===== config.mk =====
export PLATFORM = sky130hd
export DESIGN_NAME = fp_align_pipe
export DESIGN_NICKNAME = d
export VERILOG_FILES = /design/src/rtl/fp_align_pipe.sv
export SDC_FILE = /design/constraint.sdc
export NUM_CORES = 1
export LEC_CHECK = 0
export ABC_CLOCK_PERIOD_IN_PS = 6000
export CAP_MARGIN = 10
export CORE_MARGIN = 4
export CORE_UTILIZATION = 58
export DETAILED_ROUTE_END_ITERATION = 8
export GPL_ROUTABILITY_DRIVEN = 0
export GPL_TIMING_DRIVEN = 1
export PLACE_DENSITY = 0.86
export SYNTH_ARGS = -nofsm -noshare
export SYNTH_HDL_FRONTEND = slang
export SYNTH_SLANG_ARGS = --single-unit

===== constraint.sdc =====
create_clock -name clk -period 6 [get_ports clk]
set_input_delay 1.2 -clock clk [delete_from_list [all_inputs] [get_ports clk]]
set_output_delay 1.2 -clock clk [all_outputs]
set_load 0.01 [all_outputs]

===== src/rtl/fp_align_pipe.sv =====
// Two-stage operand unpack and alignment for the FP adder: stage 1 unpacks and
// orders the operands, stage 2 aligns the smaller mantissa with guard/round/sticky.
module fp_align_pipe #(
    parameter int EXP_W = 5,
    parameter int MAN_W = 10,
    localparam int W    = 1 + EXP_W + MAN_W,
    localparam int MW   = MAN_W + 4
) (
    input  logic             clk,
    input  logic             rst,
    input  logic             in_valid,
    output logic             in_ready,
    input  logic [W-1:0]     a,
    input  logic [W-1:0]     b,
    output logic             out_valid,
    input  logic             out_ready,
    output logic             sign_large,
    output logic             sign_small,
    output logic             eff_sub,
    output logic             swapped,
    output logic [EXP_W-1:0] exp_out,
    output logic [MW-1:0]    m_large,
    output logic [MW-1:0]    m_small
);

    localparam logic [EXP_W-1:0] EXP_ZERO = {EXP_W{1'b0}};
    localparam logic [EXP_W-1:0] EXP_ONE  = {{(EXP_W-1){1'b0}}, 1'b1};

    logic             s1_valid_q, s2_valid_q;
    logic             s2_load_s, in_ready_s;

    logic [EXP_W-1:0] exp_a_s, exp_b_s, eff_a_s, eff_b_s;
    logic [MW-1:0]    mant_a_s, mant_b_s;
    logic             a_large_s;

    logic             s1_sign_l_d, s1_sign_s_d, s1_swapped_d;
    logic [EXP_W-1:0] s1_exp_d, s1_dist_d;
    logic [MW-1:0]    s1_m_large_d, s1_m_small_d;

    logic             s1_sign_l_q, s1_sign_s_q, s1_swapped_q;
    logic [EXP_W-1:0] s1_exp_q, s1_dist_q;
    logic [MW-1:0]    s1_m_large_q, s1_m_small_q;

    logic [2*MW-1:0]  shift_ext_s;
    logic [MW-1:0]    m_small_d;

    logic             sign_large_q, sign_small_q, eff_sub_q, swapped_q;
    logic [EXP_W-1:0] exp_out_q;
    logic [MW-1:0]    m_large_q, m_small_q;

    // Handshake: stage 2 frees up when empty or draining, stage 1 follows it.
    always_comb begin
        s2_load_s  = !s2_valid_q || out_ready;
        in_ready_s = !s1_valid_q || s2_load_s;
    end

    // Unpack both operands and pick the larger magnitude (ties keep A large).
    always_comb begin
        exp_a_s   = a[W-2 -: EXP_W];
        exp_b_s   = b[W-2 -: EXP_W];
        eff_a_s   = (exp_a_s == EXP_ZERO) ? EXP_ONE : exp_a_s;
        eff_b_s   = (exp_b_s == EXP_ZERO) ? EXP_ONE : exp_b_s;
        mant_a_s  = {(exp_a_s != EXP_ZERO), a[MAN_W-1:0], 3'b000};
        mant_b_s  = {(exp_b_s != EXP_ZERO), b[MAN_W-1:0], 3'b000};
        a_large_s = (eff_a_s > eff_b_s) ||
                    ((eff_a_s == eff_b_s) && (a[MAN_W-1:0] >= b[MAN_W-1:0]));
        if (a_large_s) begin
            s1_sign_l_d  = a[W-1];
            s1_sign_s_d  = b[W-1];
            s1_swapped_d = 1'b0;
            s1_exp_d     = eff_a_s;
            s1_dist_d    = eff_a_s - eff_b_s;
            s1_m_large_d = mant_a_s;
            s1_m_small_d = mant_b_s;
        end else begin
            s1_sign_l_d  = b[W-1];
            s1_sign_s_d  = a[W-1];
            s1_swapped_d = 1'b1;
            s1_exp_d     = eff_b_s;
            s1_dist_d    = eff_b_s - eff_a_s;
            s1_m_large_d = mant_b_s;
            s1_m_small_d = mant_a_s;
        end
    end

    // Stage 1 register: unpacked, ordered operands and exponent distance.
    always_ff @(posedge clk or posedge rst) begin
        if (rst) begin
            s1_valid_q   <= 1'b0;
            s1_sign_l_q  <= 1'b0;
            s1_sign_s_q  <= 1'b0;
            s1_swapped_q <= 1'b0;
            s1_exp_q     <= EXP_ZERO;
            s1_dist_q    <= EXP_ZERO;
            s1_m_large_q <= {MW{1'b0}};
            s1_m_small_q <= {MW{1'b0}};
        end else if (in_ready_s) begin
            s1_valid_q <= in_valid;
            if (in_valid) begin
                s1_sign_l_q  <= s1_sign_l_d;
                s1_sign_s_q  <= s1_sign_s_d;
                s1_swapped_q <= s1_swapped_d;
                s1_exp_q     <= s1_exp_d;
                s1_dist_q    <= s1_dist_d;
                s1_m_large_q <= s1_m_large_d;
                s1_m_small_q <= s1_m_small_d;
            end
        end
    end

    // Align: the low half of the extended shift holds every bit shifted out.
    always_comb begin
        shift_ext_s = {s1_m_small_q, {MW{1'b0}}} >> s1_dist_q;
        if (32'(s1_dist_q) >= 32'(MW)) begin
            m_small_d = {{(MW-1){1'b0}}, |s1_m_small_q};
        end else begin
            m_small_d = {shift_ext_s[2*MW-1:MW+1],
                         shift_ext_s[MW] | (|shift_ext_s[MW-1:0])};
        end
    end

    // Stage 2 register: aligned result, held while downstream stalls.
    always_ff @(posedge clk or posedge rst) begin
        if (rst) begin
            s2_valid_q   <= 1'b0;
            sign_large_q <= 1'b0;
            sign_small_q <= 1'b0;
            eff_sub_q    <= 1'b0;
            swapped_q    <= 1'b0;
            exp_out_q    <= EXP_ZERO;
            m_large_q    <= {MW{1'b0}};
            m_small_q    <= {MW{1'b0}};
        end else if (s2_load_s) begin
            s2_valid_q <= s1_valid_q;
            if (s1_valid_q) begin
                sign_large_q <= s1_sign_l_q;
                sign_small_q <= s1_sign_s_q;
                eff_sub_q    <= s1_sign_l_q ^ s1_sign_s_q;
                swapped_q    <= s1_swapped_q;
                exp_out_q    <= s1_exp_q;
                m_large_q    <= s1_m_large_q;
                m_small_q    <= m_small_d;
            end
        end
    end

    assign in_ready   = in_ready_s;
    assign out_valid  = s2_valid_q;
    assign sign_large = sign_large_q;
    assign sign_small = sign_small_q;
    assign eff_sub    = eff_sub_q;
    assign swapped    = swapped_q;
    assign exp_out    = exp_out_q;
    assign m_large    = m_large_q;
    assign m_small    = m_small_q;

endmodule


**Word level (Yosys, flattened, before mapping)**

Index checks and enable logic that the tools add are counted.
W data, S select, Z words.

- Word-level logic and storage cells: 49
- Output and inout port bits: 39
- Input bits: 36
- Register bits: 80

- Muxes and demuxes: 10
- Reductions and logical operators: 14
- Shift-type cells: 1
- Equality and inequality tests: 1
- Bitwise operators: 2
- Add/subtract/negate cells: 2
- Magnitude comparators: 3

Operator list:

| kind | count |
|---|---|
| $mux W14 | 3 |
| $reduce_or A14 Y1 | 2 |
| $shr A28 B5 Y28 | 1 |
| $mux W5 | 4 |
| $ge A10 B10 Y1 | 1 |
| $logic_not A5 Y1 | 2 |
| $reduce_bool A5 Y1 | 2 |
| $sub A5 B5 Y5 | 2 |
| $eq A5 B5 Y1 | 1 |
| $ge A5 B4 Y1 const B | 1 |
| $gt A5 B5 Y1 | 1 |
| $reduce_and A2 Y1 | 2 |
| $logic_or A1 B1 Y1 | 3 |
| $mux W1 | 3 |
| $logic_not A1 Y1 | 2 |
| $logic_and A1 B1 Y1 | 1 |
| $or A1 B1 Y1 | 1 |
| $xor A1 B1 Y1 | 1 |

**Longest topological paths before layout**

Gate-level depths: netlist (run 1).

- Depth in word-level cells: 6
- Mapped depth: 12
- Depth with buffers taken out: 10

**Least setup slack after synthesis (run 1)**

No wires, ideal clock.

- Path type: input-to-reg
- Start: input a[11]
- End: register s1_exp_q[0]
- Setup slack: 2.421 ns
- Required time: 5.875 ns
- Arrival time: 3.455 ns
- Buffers on the path: 1
- Library setup time: 0.125 ns
- Stages on the path: 10
- Path through: or4_1 -> and2_1 -> ha_1 -> and3_1 -> and4_1 -> a32oi_2 -> o21ai_4 -> buf_4 -> mux2i_1 -> mux2_2

- Longest elaborated chain between the ends: 6
- Elaborated cells on any way between the ends: 7
- Classes of those cells: order compare (1); eq/ne (1); mux (2); reduce/logical (3)

RTL lines:

| what | RTL line | source |
|---|---|---|
| start, declared | 13 | `input logic [W-1:0] a,` |
| $logic_not A5 Y1 | 61 | `eff_a_s = (exp_a_s == EXP_ZERO) ? EXP_ONE : exp_a_s;` |
| $mux W5 * | 61 |  |
| parallel branches: the longest is 3 deep, another holds $gt A5 B5 Y1 | n/a |  |
| $mux W5 * | 67 | `if (a_large_s) begin` |
| end signal, assigned | 103 | `s1_exp_q <= s1_exp_d;` |
| end, declared | 41 | `logic [EXP_W-1:0] s1_exp_q, s1_dist_q;` |

Every way passes the cells marked *.
A chain may end at the register's enable or synchronous reset.

**Worst setup path after layout (run 1)**

- Start: input a[11]
- End: register s1_dist_q[1]

- Longest elaborated chain between the ends: 6
- Elaborated cells on any way between the ends: 9
- Classes of those cells: add/sub (2); order compare (1); eq/ne (1); mux (2); reduce/logical (3)

RTL lines:

| what | RTL line | source |
|---|---|---|
| $logic_not A5 Y1 | 61 |  |
| $mux W5 * | 61 |  |
| parallel branches: the longest is 3 deep, another holds $gt A5 B5 Y1 | n/a |  |
| $mux W5 * | 67 |  |
| end signal, assigned | 104 | `s1_dist_q <= s1_dist_d;` |
| end, declared | 41 |  |

Marks and branches as above.

==> flow_metrics.tcl, run 1 <==
set metrics [dict create \
    die_width_um 94.67 \
    yosys.area_share.adder 0.06088 \
    drive_gt1_frac 0.1117 \
    synth_top_area_frac 0.4078 \
    clkSlewWorstSetupHoldPaths_ns 0.07 \
    start_util 0.5975 \
    pwr_density_cell_nw_per_um2 331.5 \
    cts_setup_buffers 0 \
    rsz0062_at_grt "no" \
    clk_latency_ns 0.35 \
    num_antenna_cells 0 \
    fillers 578 \
    postSynthCellCount 480 \
    die_area_um2 8962 \
    wl_per_cell_um 15.95 \
    leakagePower_nw 2.217 \
    grt_max_degree 72 \
    synth.distinct_cells 60 \
    viasPerCell 5.890 \
    hold_buffers 0 \
    syn_to_final_growth_pct 18.27 \
    yosys_register_bits 71 \
    ys.flop_type "dfrtp_1" \
    multi_input_area_um2 2268 \
    cp.required_ns 6.24 \
    finalSetupTns_ns 0 \
    max-clock-path-buffers 2 \
    synth-compound-area-share 0.1617 \
    crit_path_end_kind "flop" \
    nets 580 \
    synth_xor_xnor_area_share 0.002010 \
    hold_depth 2 \
    core.rowCount 31 \
    synth_top_family_by_area "simple AND/OR/NAND/NOR gates" \
    critPathLaunchType "input port" \
    min_period_over_period 0.7319 \
    antenna_found_initial 0 \
    tightestPinTransition_ns 0.9741 \
    yosysSeqAreaShare 0.4078 \
    first_iter_violations 221 \
    synth_top_area_cell "dfrtp_1" \
    synthArstFlopShare 1.000 \
    globalRouteOverflowTotal 0 \
    ctsResizeCount 0 \
    grt_pass1_vias 3468 \
    r2r_cells 6 \
    seq_area_um2 1777 \
    whs_ns 0.4754 \
    dp_hpwl_um 7160 \
    final_common_cell "nand2_1" \
    io_pins 75 \
    finalWorstPathRequiredPeriod_ns 4.391 \
    cts_tree "yes" \
    yosysWarnings 0 \
    crit_path_max_incr_delay_ns 0.72 \
    die_h_um 94.67 \
    synth_top_cells_by_area "dfrtp_1, mux2_2, nand2_1, ha_1, a31oi_1" \
    drv_cap 0 \
    wirelength_um 10000 \
    crit_arrival_ns 4.64 \
    syn_avg_cell_area_um2 9.076 \
    path_cells "clkdlybuf4s50_1, or4_1, and2_1, ha_1, and3_1, and4_1, nand2_1, o21ai_4, mux2_2, o21ai_0" \
    drc 0 \
    core_um2 7292 \
    synth-simple-area-share 0.1755 \
    finClkSkew_ns 0.01259 \
    numPortBuffers 71 \
    root_buffer "clkbuf_8" \
    max_freq_mhz 227.7 \
    vias 3693 \
    mostFrequentLayoutCells "nand2_1, dfrtp_1, clkdlybuf4s50_1, nor2_1, mux2_2" \
    synth_edf_count 0 \
    path_max_fanout 34 \
    first_pass_iters 4 \
    outcome "finished clean" \
    hp-class "flop to flop" \
    setup_viol 0 \
    worst_ir_drop_vdd_mv 0.1530 \
    report.final.slew_viol_count 0 \
    finalHoldViolations 0 \
    grt_first_pass_wirelength_um 16540 \
    cts.sinks 71 \
    cts_made_buffers 9 \
    synth_area_um2 4357 \
    htreeDepth 3 \
    slew_headroom 0.3506 \
    muxShareOfSynthArea 0.1177 \
    path_class "input port to flop" \
    slowest_stage "o21ai_4" \
    postRouteAntennaNets 0 \
    grt_util_all_layers 0.2334 \
]
area by class of cell:
type,instances,share of cell area
well taps,99,0.02404
repair buffers,73,0.1408
multi-input cells,342,0.4403
clock buffers,12,0.02623
inverters,27,0.01967
flip-flops and latches,71,0.3448
clock inverters,3,0.004128
sequential cells by signal, summed over array words and instances, names as in the netlist:
name,count
s1_swapped_q,1
exp_out,5
s1_sign_s_q,1
sign_large,1
s1_m_small_q,11
swapped,1
out_valid,1
s1_m_large_q,11
sign_small,1
s1_sign_l_q,1
eff_sub,1
m_large,11
s1_valid_q,1
m_small,14
s1_dist_q,5
s1_exp_q,5
kinds of logic after synthesis:
logic type	count (synthesis)
AO/OA/AOI/OAI	104
other	1
multiplexers	45
flip-flops	71
AND/OR/NAND/NOR	169
buffers and inverters	69
XOR/XNOR	1
adder cells (fa/ha/maj)	20
per-stage QoR:
stage	utilization	instance area (µm²)	power [mW]	instances	setup slack [ns]
after global routing	0.7066	5152	1.821	627	1.396
final	0.7066	5152	1.708	627	1.609
after CTS	0.7066	5152	1.714	627	1.658
after detailed placement	0.6851	4996	1.392	612	1.277
after floorplan	-	4364	1.129	482	2.421
after global placement	0.6851	4996	1.367	612	1.422
critical path: cells and delay by family:
family                   cells  cell delay [ns]
buffers and inverters        1             0.51
AND/OR/NAND/NOR              5             1.33
adder cells (fa/ha/maj)      1             0.29
multiplexers                 1             0.41
AO/OA/AOI/OAI                2             0.88
cell usage after synthesis, drive strengths merged (3+ instances only):
master / instances
a211oi: 4
a21oi: 16
a22o: 7
a31oi: 28
and3: 3
buf: 19
clkbuf: 23
dfrtp: 71
ha: 18
inv: 27
mux2: 35
mux2i: 10
nand2: 83
nand2b: 5
nand3: 3
nand4: 5
nor2: 38
nor3: 9
nor4: 6
o21a: 4
o21ai: 21
o22ai: 5
or3: 3
path summary, 6_finish.rpt:
check | from | to | slack, ns
max | a[11] | s1_dist_q[1] | 1.61
min | m_small[11] | m_small[11] | 0.48
max reg2reg | s1_dist_q[0] | m_small[0] | 3.39
min reg2reg | m_small[11] | m_small[11] | 0.48
max in group asynchronous | rst | s1_m_small_q[6] | 4.00
min in group asynchronous | rst | m_large[9] | 1.44
routing by layer:
layer  up-vias  part of all wire  track usage
met2       134              0.49       0.3699
li1       1761                 -            -
met1      1773              0.43       0.3135
met5         -                 0            0
met4         0             0.021      0.09255
met3        25             0.055      0.04861
where the power goes:
part | switching, mW | internal (mW) | total, mW | leakage (nW)
registers | 0.127 | 0.601 | 0.728 | 0.831
logic | 0.305 | 0.352 | 0.657 | 1.31
clock network | 0.174 | 0.148 | 0.323 | 0.0764
total | 0.607 | 1.10 | 1.71 | 2.22
Power figures use the tool's default switching activity.
==> run 2, diff against run 1 <==
- ABC_CLOCK_PERIOD_IN_PS: 6000 -> 3500
- CORE_UTILIZATION: 58 -> 48
- PLACE_DENSITY: 0.86 -> 0.76
- clock period: 6 -> 3.5 ns (I/O delays scaled with it)
==> run 2 against run 1 <==
- sequential power rose by 70%
- combinational power rose by 80%
- routed wire length rose by 5.6%
- global-route usage fell by 3.0 points
- critical path type unchanged
- largest power group unchanged
==> flow_metrics.tcl, run 2 (same netlist as run 1, synthesis figures left out) <==
set metrics [dict create \
    outcome "finished clean" \
    clkSlewWorstSetupHoldPaths_ns 0.07 \
    die_area_um2 10660 \
    first_iter_violations 253 \
    htreeDepth 3 \
    die_h_um 103.3 \
    grtUsageMet1 0.2715 \
    cts_made_buffers 9 \
    cts.sinks 71 \
    antenna_found_initial 0 \
    crit_arrival_ns 3.57 \
    rsz0062_at_grt "no" \
    whs_ns 0.4725 \
    drv_cap 0 \
    dp_hpwl_um 7616 \
    io_pins 75 \
    seq_area_um2 1777 \
    grt_max_degree 39 \
    setup_viol 0 \
    core_um2 8763 \
    clk_latency_ns 0.35 \
    tightestPinTransition_ns 0.9436 \
    dp_slack_ns -0.1633 \
    timing.final.ws_setup_ns 0.1909 \
    mostFrequentLayoutCells "nand2_1, dfrtp_1, clkdlybuf4s50_1, nor2_1, mux2_2" \
    vias 3782 \
    core.rowCount 34 \
    drc 0 \
    num_antenna_cells 0 \
    pwr_density_cell_nw_per_um2 563.6 \
    multi_input_area_um2 2268 \
    first_pass_iters 5 \
    max_freq_mhz 302.2 \
    start_util 0.4971 \
    leakagePower_nw 2.314 \
    totalPowerFinal_mw 3.006 \
    worst_ir_drop_vdd_mv 0.2679 \
    critPathLaunchType "input port" \
    syn_to_final_growth_pct 22.43 \
    min_period_over_period 0.9454 \
    placed_cells 641 \
    drive_gt1_frac 0.1496 \
    finClkSkew_ns 0.006644 \
    wirelength_um 10560 \
    finalHoldViolations 0 \
    hp-class "flop to flop" \
    reg2reg_slack_ns 0.93 \
    met3_usage 0.04158 \
    cts_tree "yes" \
    report.final.slew_viol_count 0 \
    cp.required_ns 3.76 \
    largest_reg_flops 14 \
    die_width_um 103.3 \
    wl_per_cell_um 16.10 \
    root_buffer "clkbuf_8" \
    postLayoutCoreUtil 0.6087 \
    nets 600 \
    grt_pass1_vias 3700 \
    max-clock-path-buffers 2 \
    grt_util_all_layers 0.2038 \
    globalRouteOverflowTotal 0 \
    final_common_cell "nand2_1" \
    fin_cells 656 \
    viasPerCell 5.765 \
    fillers 758 \
    crit_path_end_kind "flop" \
    grt_first_pass_wirelength_um 17180 \
    top_usage_layer "met2" \
    path_max_fanout 9 \
    finalWorstPathRequiredPeriod_ns 3.309 \
    postRouteAntennaNets 0 \
    numPortBuffers 71 \
    grt_util_met2 0.3251 \
    path_class "input port to flop" \
    cts_setup_buffers 0 \
    slew_headroom 0.3666 \
]
-- run 2: cell types whose count changed in the layout (fill, tap and decap cells not counted), sizes merged --
cell	before	now
clkinvlp	1	4
clkbuf	12	10
clkinv	2	1
buf	2	22
-- run 2: final timing paths --
| path | start | to | depth (start not counted) |
|---|---|---|---|
| max reg2reg | s1_dist_q[1] | m_small[0] | 6 |
| min | m_small[5] | m_small[5] | 2 |
| min in group asynchronous | rst | sign_small | 2 |
| max | a[11] | s1_dist_q[1] | 10 |
| min reg2reg | m_small[5] | m_small[5] | 2 |
| max in group asynchronous | rst | m_large[13] | 3 |
-- run 2: final cells by class --
cell class                 count  area share
inverter                      27     0.01900
timing repair buffer          93      0.1649
clock inverter                 5    0.006568
multi-input combinational    342      0.4253
clock buffer                  10     0.02580
tap                          108     0.02533
sequential                    71      0.3331
-- run 2: metal layers --
layer / up-vias / routed length [µm]
met5: - / 0
met4: 0 / 278
met3: 25 / 492
met2: 122 / 5025
met1: 1829 / 4763
li1: 1806 / -
-- run 2: where the power goes --
group	leakage, nW	internal, mW	total (mW)	switching, mW
Sequential	0.831	1.03	1.24	0.207
Combinational	1.41	0.632	1.18	0.551
Clock	0.0764	0.271	0.586	0.315
-- run 2: through the flow --
step | setup TNS [ns] | cell area, µm²
floorplan | 0 | 4364
global placement | -0.7110 | 5157
detailed placement | -3.651 | 5157
CTS | 0 | 5330
global route | 0 | 5334
finish | 0 | 5334
-- run 2: worst max-delay path, cell delays in order --
cell,delay (ns)
clkdlybuf4s50_1,0.42
or4_1,0.57
and2_1,0.20
ha_1,0.30
and3_1,0.19
and4_1,0.24
nand2_1,0.12
o21ai_4,0.29
mux2_2,0.38
o21ai_0,0.16
-- run 2: timing repair --
action,CTS,global route
resized for setup,0,1
hold buffers,0,0
endpoints found under the setup margin,0,4
==> run 3, diff against run 2 <==
- CORE_UTILIZATION: 48 -> 58
- DONT_BUFFER_PORTS: default -> 1
==> run 3 against run 2 <==
- non-clock buffer count down 88
- sequential share of layout area increased by 5.8 points
- core utilization grew 1.5 points
- cell count is 15% lower
- count of clock-buffer cells in the layout shrank 1
- via count shrank 9.9%
- critical path depth is 1 lower
- sequential cell count did not move
- clock power up 27%
- total power decreased by 5.8%
- largest power group unchanged
- design area shrank 15%
==> flow_metrics.tcl, run 3 (same netlist as run 1, synthesis figures left out) <==
set metrics [dict create \
    drc 0 \
    cp.required_ns 3.76 \
    ctsResizeCount 0 \
    io_pins 75 \
    drive_gt1_frac 0.1432 \
    cts_setup_buffers 0 \
    cp_top_family "simple AND/OR/NAND/NOR gates" \
    tightestPinTransition_ns 0.9572 \
    die_width_um 94.67 \
    antenna_found_initial 0 \
    hold_buffers 0 \
    leakagePower_nw 1.995 \
    grt_first_pass_wirelength_um 15800 \
    report.final.slew_viol_count 0 \
    dp_slack_ns 0.1526 \
    first_pass_iters 5 \
    postRouteAntennaNets 0 \
    numPortBuffers 0 \
    cts_made_buffers 9 \
    die_h_um 94.67 \
    max-clock-path-buffers 2 \
    crit_buf_inv 0 \
    timing.final.ws_setup_ns 0.5138 \
    wirelength_um 9517 \
    largest_reg_flops 14 \
    cts_tree "yes" \
    wl_per_cell_um 16.99 \
    htreeDepth 3 \
    pwr_density_cell_nw_per_um2 623.0 \
    nets 512 \
    crit_arrival_ns 3.25 \
    core_um2 7292 \
    first_iter_violations 243 \
    slew_headroom 0.3619 \
    min_period_over_period 0.8532 \
    grt_max_degree 59 \
    netSwitchingFraction 0.3638 \
    critPathLaunchType "input port" \
    clkSlewWorstSetupHoldPaths_ns 0.08 \
    mostFrequentLayoutCells "nand2_1, dfrtp_1, nor2_1, mux2_2, a31oi_1" \
    final_common_cell "nand2_1" \
    worst_ir_drop_vdd_mv 0.3171 \
    crit_path_end_kind "flop" \
    num_antenna_cells 0 \
    cts.sinks 71 \
    finalWorstPathRequiredPeriod_ns 2.986 \
    outcome "finished clean" \
    die_area_um2 8962 \
    core.rowCount 31 \
    crit-reg2reg-launch "s1_dist_q[0]" \
    drv_cap 0 \
    viasPerCell 6.086 \
    crit_path_max_incr_delay_ns 0.55 \
    root_buffer "clkbuf_8" \
    p_int_mw 1.802 \
    finClkSkew_ns 0.01086 \
    cp-startpoint "a[11]" \
    grt_util_all_layers 0.2229 \
    finalSetupTns_ns 0 \
    start_util 0.5975 \
    setup_viol 0 \
    seqPwrFrac 0.472 \
    p_sw_mw 1.031 \
    clkPwrFrac 0.262 \
    combPwrFrac 0.265 \
    path_class "input port to flop" \
    path_max_fanout 10 \
    syn_to_final_growth_pct 4.365 \
    vias 3408 \
    max_freq_mhz 334.9 \
    path_cells "or4_1, and2_1, ha_1, and3_1, and4_1, a32oi_2, o21a_2, mux2_2, o21ai_0" \
    dp_hpwl_um 6949 \
    rsz0062_at_grt "no" \
    slowest_stage "or4_1" \
    finalHoldViolations 0 \
    grt_pass1_vias 3294 \
    clk_latency_ns 0.35 \
    globalRouteOverflowTotal 0 \
    hp-class "input port to async pin" \
]
[run 3: cell count changes in the layout (fill, tap and decap cells not counted)]
cell,previous run,this run
clkinv_2,1,0
buf_12,0,1
clkinv_4,0,1
inv_6,0,3
bufinv_16,0,2
clkinvlp_4,4,1
buf_6,1,0
clkbuf_8,10,9
buf_4,21,4
clkdlybuf4s50_1,71,0
[run 3: power by group through the flow]
stage / Clock [mW] / Sequential, mW / Combinational (mW)
2_1_floorplan: 0 / 1.23 / 0.710
3_3_place_gp: 0 / 1.34 / 0.726
3_5_place_dp: 0 / 1.36 / 0.747
4_1_cts: 0.762 / 1.34 / 0.751
5_1_grt: 0.788 / 1.37 / 0.846
6_report: 0.743 / 1.34 / 0.751
[run 3: per-stage QoR]
| stage | total power, mW | cells | hold WS, ns | utilization | cell area [µm²] |
|---|---|---|---|---|---|
| after detailed placement | 2.103 | 544 | 0.4974 | 0.5925 | 4320 |
| after CTS | 2.853 | 560 | 0.3379 | 0.6235 | 4547 |
| after global placement | 2.069 | 544 | 0.4651 | 0.5925 | 4320 |
| after floorplan | 1.935 | 482 | 0.4460 | - | 4364 |
| after global routing | 3.006 | 560 | 0.3682 | 0.6235 | 4547 |
| final | 2.833 | 560 | 0.3164 | 0.6235 | 4547 |
[run 3: final timing paths]
check / end / slack, ns / cells past startpoint
setup / recovery: s1_m_large_q[13] / 0.51 / 9
hold / removal: m_large[9] / 0.32 / 1
setup reg to reg: m_small[0] / 0.91 / 6
hold reg to reg: s1_swapped_q / 0.51 / 2
max in group asynchronous: m_small[10] / 2.35 / 2
min in group clk: s1_valid_q / 0.46 / 1
[run 3: cell type report]
| type | count | area [µm²] |
|---|---|---|
| fill | 638 | 2745 |
| multi-input combinational | 342 | 2268 |
| sequential | 71 | 1777 |
| clock buffer | 9 | 123.9 |
| tap | 99 | 123.9 |
| clock inverter | 7 | 102.6 |
| inverter | 27 | 101.3 |
| timing repair buffer | 5 | 50.05 |
[run 3: layer usage]
metal / wire length [µm] / part of all wire / GRT usage
met1: 4068 / 0.43 / 0.2968
met2: 4589 / 0.48 / 0.3453
met3: 673 / 0.071 / 0.05976
met4: 187 / 0.020 / 0.09014
met5: 0 / 0 / 0
